**src/rtl/mpc_mac_pkg.sv**
```systemverilog
// Shared widths, types and the round/saturate helper for the MPC dot-product
// accumulator.
package mpc_mac_pkg;

    localparam int PROD_W     = 34;
    localparam int ACC_W      = 40;
    localparam int OUT_W      = 21;
    localparam int FRAC_SHIFT = 12;
    localparam int MAX_TERMS  = 64;

    typedef enum logic [0:0] {IDLE, ACC} acc_state_t;

    // Tag that travels alongside an operand pair through the multiplier.
    typedef struct packed {
        logic vld;
        logic last;
    } tag_t;

    // Rounded result plus the clip flag.
    typedef struct packed {
        logic [OUT_W-1:0] res;
        logic             sat;
    } rs_t;

    // Clip bounds, expressed at ACC_W+1 bits so they compare directly with
    // the rounded sum.
    localparam logic signed [ACC_W:0] R_MAX =
        {{(ACC_W-OUT_W+2){1'b0}}, {(OUT_W-1){1'b1}}};
    localparam logic signed [ACC_W:0] R_MIN =
        {{(ACC_W-OUT_W+2){1'b1}}, {(OUT_W-1){1'b0}}};

    // Round half toward +inf, rescale by 'shift', clip to OUT_W. The extra
    // bit keeps the rounding add from wrapping at the top of the range.
    // 'shift' must be at least 1.
    function automatic rs_t round_sat(input logic signed [ACC_W-1:0] sum,
                                      input int                      shift);
        logic signed [ACC_W:0] ext;
        logic signed [ACC_W:0] half;
        logic signed [ACC_W:0] r;
        rs_t                   o;
        ext           = {sum[ACC_W-1], sum};
        half          = '0;
        half[shift-1] = 1'b1;
        r             = (ext + half) >>> shift;
        if (r > R_MAX) begin
            o.res = R_MAX[OUT_W-1:0];
            o.sat = 1'b1;
        end else if (r < R_MIN) begin
            o.res = R_MIN[OUT_W-1:0];
            o.sat = 1'b1;
        end else begin
            o.res = r[OUT_W-1:0];
            o.sat = 1'b0;
        end
        return o;
    endfunction

endpackage

```
**src/rtl/mpc_tag_delay.sv**
```systemverilog
// MUL_LAT-deep {vld, last} delay line that tracks the multiplier pipeline so
// the tag emerges in the same cycle as its product.
module mpc_tag_delay
    import mpc_mac_pkg::*;
#(
    parameter int MUL_LAT = 3
) (
    input  logic clk,
    input  logic rst,
    input  logic ce,
    input  tag_t tag_in,
    output tag_t tag_out
);

    tag_t [MUL_LAT-1:0] vld_pipe;

    // Shift on ce only, so stalls freeze tags and products together.
    always_ff @(posedge clk) begin
        if (rst) begin
            vld_pipe <= '0;
        end else if (ce) begin
            vld_pipe[0] <= tag_in;
            for (int i = 1; i < MUL_LAT; i++) vld_pipe[i] <= vld_pipe[i-1];
        end
    end

    assign tag_out = vld_pipe[MUL_LAT-1];

endmodule

```
**src/rtl/mpc_dot_acc_sat.sv**
```systemverilog
// Row accumulator behind the 21x13 multiplier: sums the products of one
// matrix row, then rounds and saturates the sum back to the 21-bit format.
module mpc_dot_acc_sat #(
    parameter int MUL_LAT    = 3,
    parameter int PROD_W     = mpc_mac_pkg::PROD_W,
    parameter int ACC_W      = mpc_mac_pkg::ACC_W,
    parameter int OUT_W      = mpc_mac_pkg::OUT_W,
    parameter int FRAC_SHIFT = mpc_mac_pkg::FRAC_SHIFT,
    parameter int MAX_TERMS  = mpc_mac_pkg::MAX_TERMS
) (
    input  logic                     clk,
    input  logic                     rst,
    input  logic                     ce,
    input  logic                     op_vld,
    input  logic                     op_last,
    input  logic signed [PROD_W-1:0] p,
    output logic                     res_vld,
    output logic signed [OUT_W-1:0]  res,
    output logic                     res_sat,
    output logic                     res_ovf
);

    import mpc_mac_pkg::*;

    // The count saturates one past the legal maximum, which is enough to flag
    // an over-long row without ever wrapping.
    localparam int                CNT_W   = $clog2(MAX_TERMS + 2);
    localparam logic [CNT_W-1:0] CNT_TOP = CNT_W'(MAX_TERMS + 1);
    localparam logic [CNT_W-1:0] CNT_MAX = CNT_W'(MAX_TERMS);

    tag_t                     tag_in;
    tag_t                     t_tag;
    acc_state_t               state;
    acc_state_t               state_nxt;
    logic signed [ACC_W-1:0]  acc;
    logic signed [ACC_W-1:0]  p_ext;
    logic signed [ACC_W-1:0]  sum_in;
    logic        [CNT_W-1:0]  cnt;
    logic        [CNT_W-1:0]  cnt_in;
    logic                     emit;
    logic                     s1_vld;
    logic                     s1_ovf;
    logic signed [ACC_W-1:0]  s1_sum;
    rs_t                      rs;

    // last is only meaningful alongside vld; mask it so a stray last can't
    // close a row.
    assign tag_in = '{vld: op_vld, last: op_vld & op_last};

    mpc_tag_delay #(.MUL_LAT(MUL_LAT)) u_tag (
        .clk     (clk),
        .rst     (rst),
        .ce      (ce),
        .tag_in  (tag_in),
        .tag_out (t_tag)
    );

    assign p_ext = {{(ACC_W-PROD_W){p[PROD_W-1]}}, p};

    // Next-state and running sum: a first term replaces acc, later terms add.
    always_comb begin
        state_nxt = state;
        emit      = 1'b0;
        sum_in    = p_ext;
        cnt_in    = CNT_W'(1);
        if (state == ACC) begin
            sum_in = acc + p_ext;
            cnt_in = (cnt == CNT_TOP) ? cnt : cnt + 1'b1;
        end
        if (t_tag.vld) begin
            emit      = t_tag.last;
            state_nxt = t_tag.last ? IDLE : ACC;
        end
    end

    // State register.
    always_ff @(posedge clk) begin
        if (rst)     state <= IDLE;
        else if (ce) state <= state_nxt;
    end

    // Accumulator and term count; gaps (t_vld=0) simply hold.
    always_ff @(posedge clk) begin
        if (rst) begin
            acc <= '0;
            cnt <= '0;
        end else if (ce && t_tag.vld) begin
            acc <= sum_in;
            cnt <= cnt_in;
        end
    end

    // S1 captures the finished row sum on the same edge the accumulator
    // restarts, so back-to-back rows need no bubble.
    always_ff @(posedge clk) begin
        if (rst) begin
            s1_vld <= 1'b0;
            s1_sum <= '0;
            s1_ovf <= 1'b0;
        end else if (ce) begin
            s1_vld <= emit;
            if (emit) begin
                s1_sum <= sum_in;
                s1_ovf <= (cnt_in > CNT_MAX);
            end
        end
    end

    assign rs = round_sat(s1_sum, FRAC_SHIFT);

    // S2 registers the rounded/clipped result; res_vld pulses for one
    // ce-qualified cycle.
    always_ff @(posedge clk) begin
        if (rst) begin
            res_vld <= 1'b0;
            res     <= '0;
            res_sat <= 1'b0;
            res_ovf <= 1'b0;
        end else if (ce) begin
            res_vld <= s1_vld;
            if (s1_vld) begin
                res     <= rs.res;
                res_sat <= rs.sat;
                res_ovf <= s1_ovf;
            end
        end
    end

endmodule

```
**config.mk**
```make
export PLATFORM = sky130hd
export DESIGN_NAME = mpc_dot_acc_sat
export DESIGN_NICKNAME = d
export VERILOG_FILES = /design/src/rtl/mpc_mac_pkg.sv /design/src/rtl/mpc_tag_delay.sv /design/src/rtl/mpc_dot_acc_sat.sv
export SDC_FILE = /design/constraint.sdc
export NUM_CORES = 1
export LEC_CHECK = 0
export CORE_MARGIN = 2
export CORE_UTILIZATION = 52
export DETAILED_ROUTE_END_ITERATION = 8
export PLACE_DENSITY = 0.82
export SETUP_SLACK_MARGIN = 0.05
export SYNTH_ARGS = -nofsm -noshare
export SYNTH_HDL_FRONTEND = slang
export SYNTH_HIERARCHICAL = 1
export SYNTH_SLANG_ARGS = --single-unit
```
**constraint.sdc**
```tcl
create_clock -name clk -period 4.63 [get_ports clk]
set_input_delay 0.926 -clock clk [delete_from_list [all_inputs] [get_ports clk]]
set_output_delay 0.926 -clock clk [all_outputs]
set_load 0.005 [all_outputs]
```
* Yosys cells after proc, flatten, opt, wreduce, memory -nomap -nowiden
Index checks and enable logic that the tools add are counted.
Storage, ports and cells: ROM bits 0, memories 0, register bits 120, input port bits 39, word-level logic and storage cells 35, output and inout port bits 24, latch bits 0, bits in writable memories 0
Operators by class: equality and inequality tests 1, div/mod/pow operators 0, reductions and logical operators 4, bitwise gates (word level) 1, magnitude comparators 3, muxes and demuxes 7, $add $sub $neg 3, multipliers 0, shift operators 0
Operator list (number):
- 22-bit two-way mux | 2
- 40-bit by 13-bit adder with 41-bit output, second input constant | 1
- 40-bit by 34-bit adder with 40-bit output | 1
- 40-bit two-way mux | 1
- 29-bit by 21-bit > comparator with 1-bit output, second input constant | 1
- 29-bit by 21-bit < comparator with 1-bit output, second input constant | 1
- 7-bit two-way mux | 2
- 7-bit by 1-bit adder with 7-bit output, second input constant | 1
- 7-bit equality test, second input constant | 1
- 7-bit > comparator, second input constant | 1
- 2-bit AND reduction | 3
- 1-bit two-way mux | 2
- 1-bit AND | 1
- 1-bit logical AND | 1

* Logic depth before layout (Yosys ltp)
Gate-level depths: netlist of the first run.
word-level depth 4, depth in mapped cells 12, depth with buffers taken out 11

* Cells and area by module
Netlist of the first run, hierarchy kept.
Modules (own cells, without submodules):
- mpc_dot_acc_sat | area an instance 7061.8 um^2, cells each 908, sequential area each 2062.0 um^2, instances 1
- mpc_tag_delay | area an instance 229.0 um^2, cells each 21, sequential area each 120.1 um^2, instances 1

* Worst setup path after synthesis of the first run
No wires, ideal clock.
path kind input-to-reg, start point input p[0], end point register acc[26], path buffers 0, stages on the path 11, required time 4.490 ns, data arrival time 3.356 ns, setup slack 1.133 ns, cell sequence ha_1 -> fa_1 -> a211o_1 -> o211ai_2 -> a2bb2oi_2 -> o31a_4 -> a211oi_4 -> nor3_2 -> or3_1 -> a21oi_1 -> a2111oi_2
On the way: cells in the longest elaborated chain, start to end 2
RTL lines:
- start: declaration | RTL line mpc_dot_acc_sat.sv:16 | input logic signed [PROD_W-1:0] p,
- 40-bit by 34-bit adder with 40-bit output | RTL line mpc_dot_acc_sat.sv:67 | sum_in = acc + p_ext;
- 40-bit two-way mux | RTL line mpc_dot_acc_sat.sv:66 | if (state == ACC) begin
- end signal: assignment | RTL line mpc_dot_acc_sat.sv:88 | acc <= sum_in;
- end: declaration | RTL line mpc_dot_acc_sat.sv:35 | logic signed [ACC_W-1:0] acc;
No other way between the ends. A chain may end at the register's enable or synchronous reset.

* Final worst setup path of the first run
start point input p[0], end point register acc[30]
Same word-level chain as after synthesis.

==> run summary, run 1 <==
Largest net degree at the start of global routing -> 73
R2R cell count -> 11
Post-synthesis sequential area ratio -> 0.299
Logic gate share of total power -> 0.104
TritonCTS clock tree -> built
Peak Freq -> 265 MHz
Flops & latches, synth -> 109
Postcts setup bufs -> 0
Netlist cell types -> 72
Post-synth top area cell -> dfxtp_1
Fin crit period -> 3.78 ns
Power per cell area -> 234 nW/um^2
DRT Wirelength -> 17600 um
CP Cell Sequence -> clkdlybuf4s50_1 > ha_1 > fa_1 > a211o_1 > o211ai_2 > a2bb2oi_2 > o31a_4 > a211oi_4 > o21bai_2 > xor2_1 > nand2_1 > a311oi_1
Worst slew pin tran -> 0.816 ns
Register area -> 2180 um^2
Antenna fix cells -> 0
# rows -> 43
Setup TNS -> 0 ns
WP data arrival -> 4.04 ns
Synthesis Warnings -> 6
Die Span Y -> 122 um
Clock sink count -> 109
TritonCTS buffer count -> 9
Crit path kind -> primary input to register
Int Power -> 1.41 mW
Synth-to-layout area growth -> 13.0%
Initial drt markers -> 601
Leakage power -> 2.97 nW
Status -> completed
Hold Path Sink -> res[20]
Post-synth EDFFs -> 0
Total power -> 1.93 mW
Layout cells sized above 1 -> 0.0461
Period utilization -> 0.817
Final Max Tran Viols -> 0
Reg2reg end -> acc[30]
Filler Cells Inserted -> 1290
CP Launch Type -> primary input
Placed Cells -> 1118
Final core occ -> 0.598
H-tree Lvls -> 3
Hold slack final -> 0.459 ns
Reg-to-reg startpoint -> acc[0]
Post-DRT Antenna Nets -> 0
Most common cell after layout, fill and taps aside -> nor2_1
Setup slack, reg-to-reg -> 1.56 ns
Maxcap violations -> 0
Synth top area share -> 0.299
Layout Cells excl Fill -> 1134
Placer Congestion -> 0.961
CTS resizes -> 0
Worst Hold Depth -> 2
CP Capture Type -> register
Die area -> 15000 um^2
Root buffer cell -> clkbuf_16
Max_slew headroom -> 0.456
Via density -> 5.96
Ys async rst share -> 0
Syn nets -> 1011
Drt wl/cell -> 15.6 um
Post-Place Cell Area -> 7950 um^2
WP data required -> 4.89 ns
Total gr overflow -> 0
Dpl hpwl -> 12800 um
Clk_lat worst skew -> 0.37 ns
Final setup viols -> 0
Net switching power -> 0.521 mW
# IOs -> 63
Dominant synthesized flop cell -> dfxtp_1
Clock power frac -> 0.405
Footprint of the multi-input gates -> 4810 um^2
Dpl ws -> 0.484 ns
DR pass1 iterations -> 5
CP max FO -> 4
Number of cells produced by synthesis -> 929
Slowest Stage Delay on Critical Path -> 0.43 ns
DIE WIDTH -> 122 um
Cell area after synthesis -> 7290 um^2
First-pass GRT wire length -> 28800 um
Core area -> 13800 um^2
RSZ-0062 raised after global routing -> false
Switching share of power -> 0.270
Initial antenna violation count -> 0
Vias -> 6759
Port Buf Inserts -> 62
Sequential share of power -> 0.491
Final WS setup -> 0.849 ns
Clk_skew -> 0.0108 ns
Worst Hold Launch -> res[20]
Peak supply drop -> 0.187 mV
Final instance area -> 8240 um^2
CP max stage cell -> clkdlybuf4s50_1
Final count of hold timing violations -> 0
Vias in the first global route -> 5871
Clk pin slew, worst setup/hold paths -> 0.08 ns
CTS Hold Bufs -> 0
Nets -> 1031
GRT Util Overall -> 0.239
Worst Hold Class -> register to register
# DRC -> 0
Most frequent cells in the layout -> 131 x nor2_1, 108 x dfxtp_1, 99 x nand2_1, 74 x a21oi_1, 68 x a211oi_1
Leading post-synthesis cells by cell area -> dfxtp_1 30%, ha_1 7.2%, a211oi_1 7.0%
Starting Density -> 0.529
Max clock buf depth -> 2
Average cell area after synthesis -> 7.85 um^2
Yosys cell counts (4+ instances only):
cell type  instances
nand4_1           13
dfxtp_1          109
nand3_1           22
inv_1             12
nand3b_1           4
and3_1            10
a21o_1            21
o21ai_1           12
buf_1              7
o21a_1            10
a311oi_1           9
nor3_1            14
nand2b_1           4
nand2_1           99
o211ai_1          10
a21oi_1           74
xor2_1            24
buf_2              6
or3_1              7
o21ai_0           28
ha_1              42
and4_1             6
a211o_1            4
nor4_1             5
xnor2_1           31
mux2i_1           30
clkbuf_1          45
nor2_1           131
a211oi_1          68
a31oi_1           10
and2_1             5
state kept, by name, indices dropped and copies added, names as in the netlist:
register,cells
u_tag/tag_out,2
u_tag/vld_pipe,4
res_vld,1
s1_ovf,1
cnt,7
state,1
res,21
s1_vld,1
res_sat,1
acc,40
res_ovf,1
s1_sum,29
layout make-up:
class	count	area share
well taps	180	0.0273
repair buffers	70	0.0823
flip-flops and latches	109	0.265
clock inverters	7	0.00835
multi-input cells	747	0.584
inverters	12	0.00547
clock buffers	9	0.0273
critical path, delay by kind of cell:
kind                     cells  cell delay [ns]
AND/OR/NAND/NOR              1             0.10
AO/OA/AOI/OAI                7             1.74
buffers and inverters        1             0.43
XOR/XNOR                     1             0.14
adder cells (fa/ha/maj)      2             0.69
worst max path at each step:
| stage | cells after the start | end | start | slack (ns) |
|---|---|---|---|---|
| 2_1_floorplan | 11 | acc[26] | p[0] | 1.13 |
| 3_3_place_gp | 12 | acc[26] | p[0] | 0.55 |
| 3_5_place_dp | 12 | s1_sum[38] | p[0] | 0.48 |
| 4_1_cts | 12 | acc[30] | p[0] | 0.85 |
| 5_1_grt | 12 | acc[30] | p[0] | 0.65 |
| 6_report | 12 | acc[30] | p[0] | 0.85 |
power groups by stage:
stage	Clock, mW	Combinational [mW]	Sequential, mW
floorplan	0	0.127	0.966
global placement	0	0.194	0.968
detailed placement	0	0.197	0.968
CTS	0.789	0.198	0.946
global route	0.826	0.218	0.947
finish	0.780	0.200	0.946
metal layers:
metal,share of wire,wire length [um],GRT usage,up-vias
met5,0,0,0,-
met4,0.019,331,0.0747,0
met3,0.058,1020,0.0497,25
met2,0.45,8020,0.373,212
met1,0.47,8270,0.331,3084
li1,-,-,-,3438
cells by family after synthesis:
| family | synth area share |
|---|---|
| flip-flops | 0.299 |
| multiplexers | 0.0412 |
| AO/OA/AOI/OAI | 0.271 |
| XOR/XNOR | 0.0661 |
| buffers and inverters | 0.0407 |
| AND/OR/NAND/NOR | 0.207 |
| adder cells (fa/ha/maj) | 0.0748 |
Note: power is estimated with default switching activity, not from simulation.
==> inputs of run 2 (changes only) <==
- clock period: 4.63 -> 3.8 ns (I/O delays scaled with it)
==> run summary, run 2 (synthesis results as in run 1) <==
Filler Cells Inserted -> 1267
# IOs -> 63
Crit-path leading delay family -> compound AO/OA/AOI/OAI gates
Placed Cells -> 1142
Clock power frac -> 0.402
Setup slack, reg-to-reg -> 0.80 ns
Largest net degree at the start of global routing -> 65
Worst Hold Class -> register to register
Die Span Y -> 122 um
TritonCTS buffer count -> 9
Largest register FFs -> 40
First-pass GRT wire length -> 29400 um
Maxcap violations -> 0
Fin crit period -> 3.53 ns
# DRC -> 0
Antenna fix cells -> 0
DIE WIDTH -> 122 um
CP Launch Type -> primary input
CP Cell Sequence -> clkdlybuf4s50_1 > ha_1 > fa_1 > a211o_1 > o211ai_2 > a2bb2oi_2 > o31a_4 > a211oi_4 > nor3_2 > buf_4 > o21ai_1 > a21oi_1 > a2111oi_2
Period utilization -> 0.930
Nets -> 1055
Slowest Stage Delay on Critical Path -> 0.43 ns
Core area -> 13800 um^2
Peak supply drop -> 0.281 mV
Largest regs -> acc: 40 flops, s1_sum: 29 flops, res: 21 flops
Most common cell after layout, fill and taps aside -> nor2_1
CP Capture Type -> register
GRT Util Overall -> 0.244
Starting Density -> 0.529
Post-DRT Antenna Nets -> 0
Clk_lat worst skew -> 0.37 ns
Hold slack final -> 0.458 ns
Layout cells sized above 1 -> 0.0686
Postcts setup bufs -> 0
Post-Place Cell Area -> 8130 um^2
Clock sink count -> 109
Final count of hold timing violations -> 0
Dpl hpwl -> 12900 um
Clk pin slew, worst setup/hold paths -> 0.08 ns
Max clock buf depth -> 2
CP max FO -> 4
Placer Congestion -> 0.967
Net switching power -> 0.620 mW
Initial antenna violation count -> 0
Crit path kind -> primary input to register
DR pass1 iterations -> 6
WP buf/inv -> 2
Leakage power -> 3.08 nW
RSZ-0062 raised after global routing -> false
H-tree Lvls -> 3
Top reg by flops -> acc
Initial drt markers -> 649
Die area -> 15000 um^2
Layout Cells excl Fill -> 1157
Int Power -> 1.73 mW
Final setup viols -> 0
Synth-to-layout area growth -> 15.4%
Via density -> 5.95
Total power -> 2.35 mW
Dpl ws -> -0.0800 ns
Vias in the first global route -> 6273
Switching share of power -> 0.264
Max_slew headroom -> 0.421
CTS Hold Bufs -> 0
Final WS setup -> 0.265 ns
Root buffer cell -> clkbuf_16
CP max stage cell -> fa_1
Peak Freq -> 283 MHz
WP data required -> 4.06 ns
Power per cell area -> 280 nW/um^2
Final instance area -> 8410 um^2
Sequential share of power -> 0.490
WP data arrival -> 3.79 ns
Total gr overflow -> 0
Port Buf Inserts -> 62
Final Max Tran Viols -> 0
DRT Wirelength -> 17600 um
Clk_skew -> 0.00821 ns
Vias -> 6882
TritonCTS clock tree -> built
# rows -> 43
Logic gate share of total power -> 0.108
Most frequent cells in the layout -> 131 x nor2_1, 108 x dfxtp_1, 99 x nand2_1, 74 x a21oi_1, 68 x a211oi_1
CTS resizes -> 0
Status -> completed
Worst slew pin tran -> 0.857 ns
Drt wl/cell -> 15.2 um
[run 2: cell types whose count changed in the layout (fill, tap and decap cells not counted), sizes merged]
| cell | previous run | this run |
|---|---|---|
| clkinv | 2 | 0 |
| clkbuf | 9 | 10 |
| buf | 9 | 33 |
[run 2: cell type report]
| cell class | count | area, um^2 | share of cell area |
|---|---|---|---|
| clock buffers | 10 | 239 | 0.0284 |
| inverters | 12 | 45.0 | 0.00535 |
| clock inverters | 5 | 50.0 | 0.00595 |
| flip-flops and latches | 109 | 2180 | 0.259 |
| well taps | 180 | 225 | 0.0268 |
| repair buffers | 94 | 858 | 0.102 |
| multi-input cells | 747 | 4810 | 0.572 |
[run 2: layer usage]
metal,up-vias,global-route usage,routed length (um)
li1,3482,-,-
met1,3165,0.318,8100
met2,197,0.399,8170
met3,38,0.0395,850
met4,0,0.104,468
met5,-,0,0
[run 2: path summary, 6_finish.rpt]
kind	from	endpoint	cells past startpoint
setup reg to reg	acc[0]	acc[26]	12
setup / recovery	p[0]	acc[26]	13
hold reg to reg	s1_ovf	s1_ovf	2
hold / removal	s1_ovf	s1_ovf	2
[run 2: worst min-delay path: stages (launching register included)]
cell	delay (ns)
dfxtp_1	0.31
nand2_1	0.05
a21oi_1	0.05
[run 2: power by group through the flow]
| stage | registers [mW] | clock network, mW | logic (mW) |
|---|---|---|---|
| floorplan | 1.18 | 0 | 0.155 |
| global placement | 1.18 | 0 | 0.248 |
| detailed placement | 1.18 | 0 | 0.250 |
| CTS | 1.15 | 0.964 | 0.252 |
| global route | 1.15 | 1.01 | 0.278 |
| finish | 1.15 | 0.946 | 0.255 |
[run 2: stage by stage]
step                      TNS (ns)  utilization
after global placement     -0.0863        0.590
after floorplan                  0            -
final                            0        0.611
after global routing             0        0.611
after detailed placement    -0.430        0.590
after CTS                        0        0.611
==> inputs of run 3 (changes only) <==
- ABC_AREA: unset -> 0
==> results of run 3 <==
No change in the layout: final DEF, timing and power equal those of run 2.
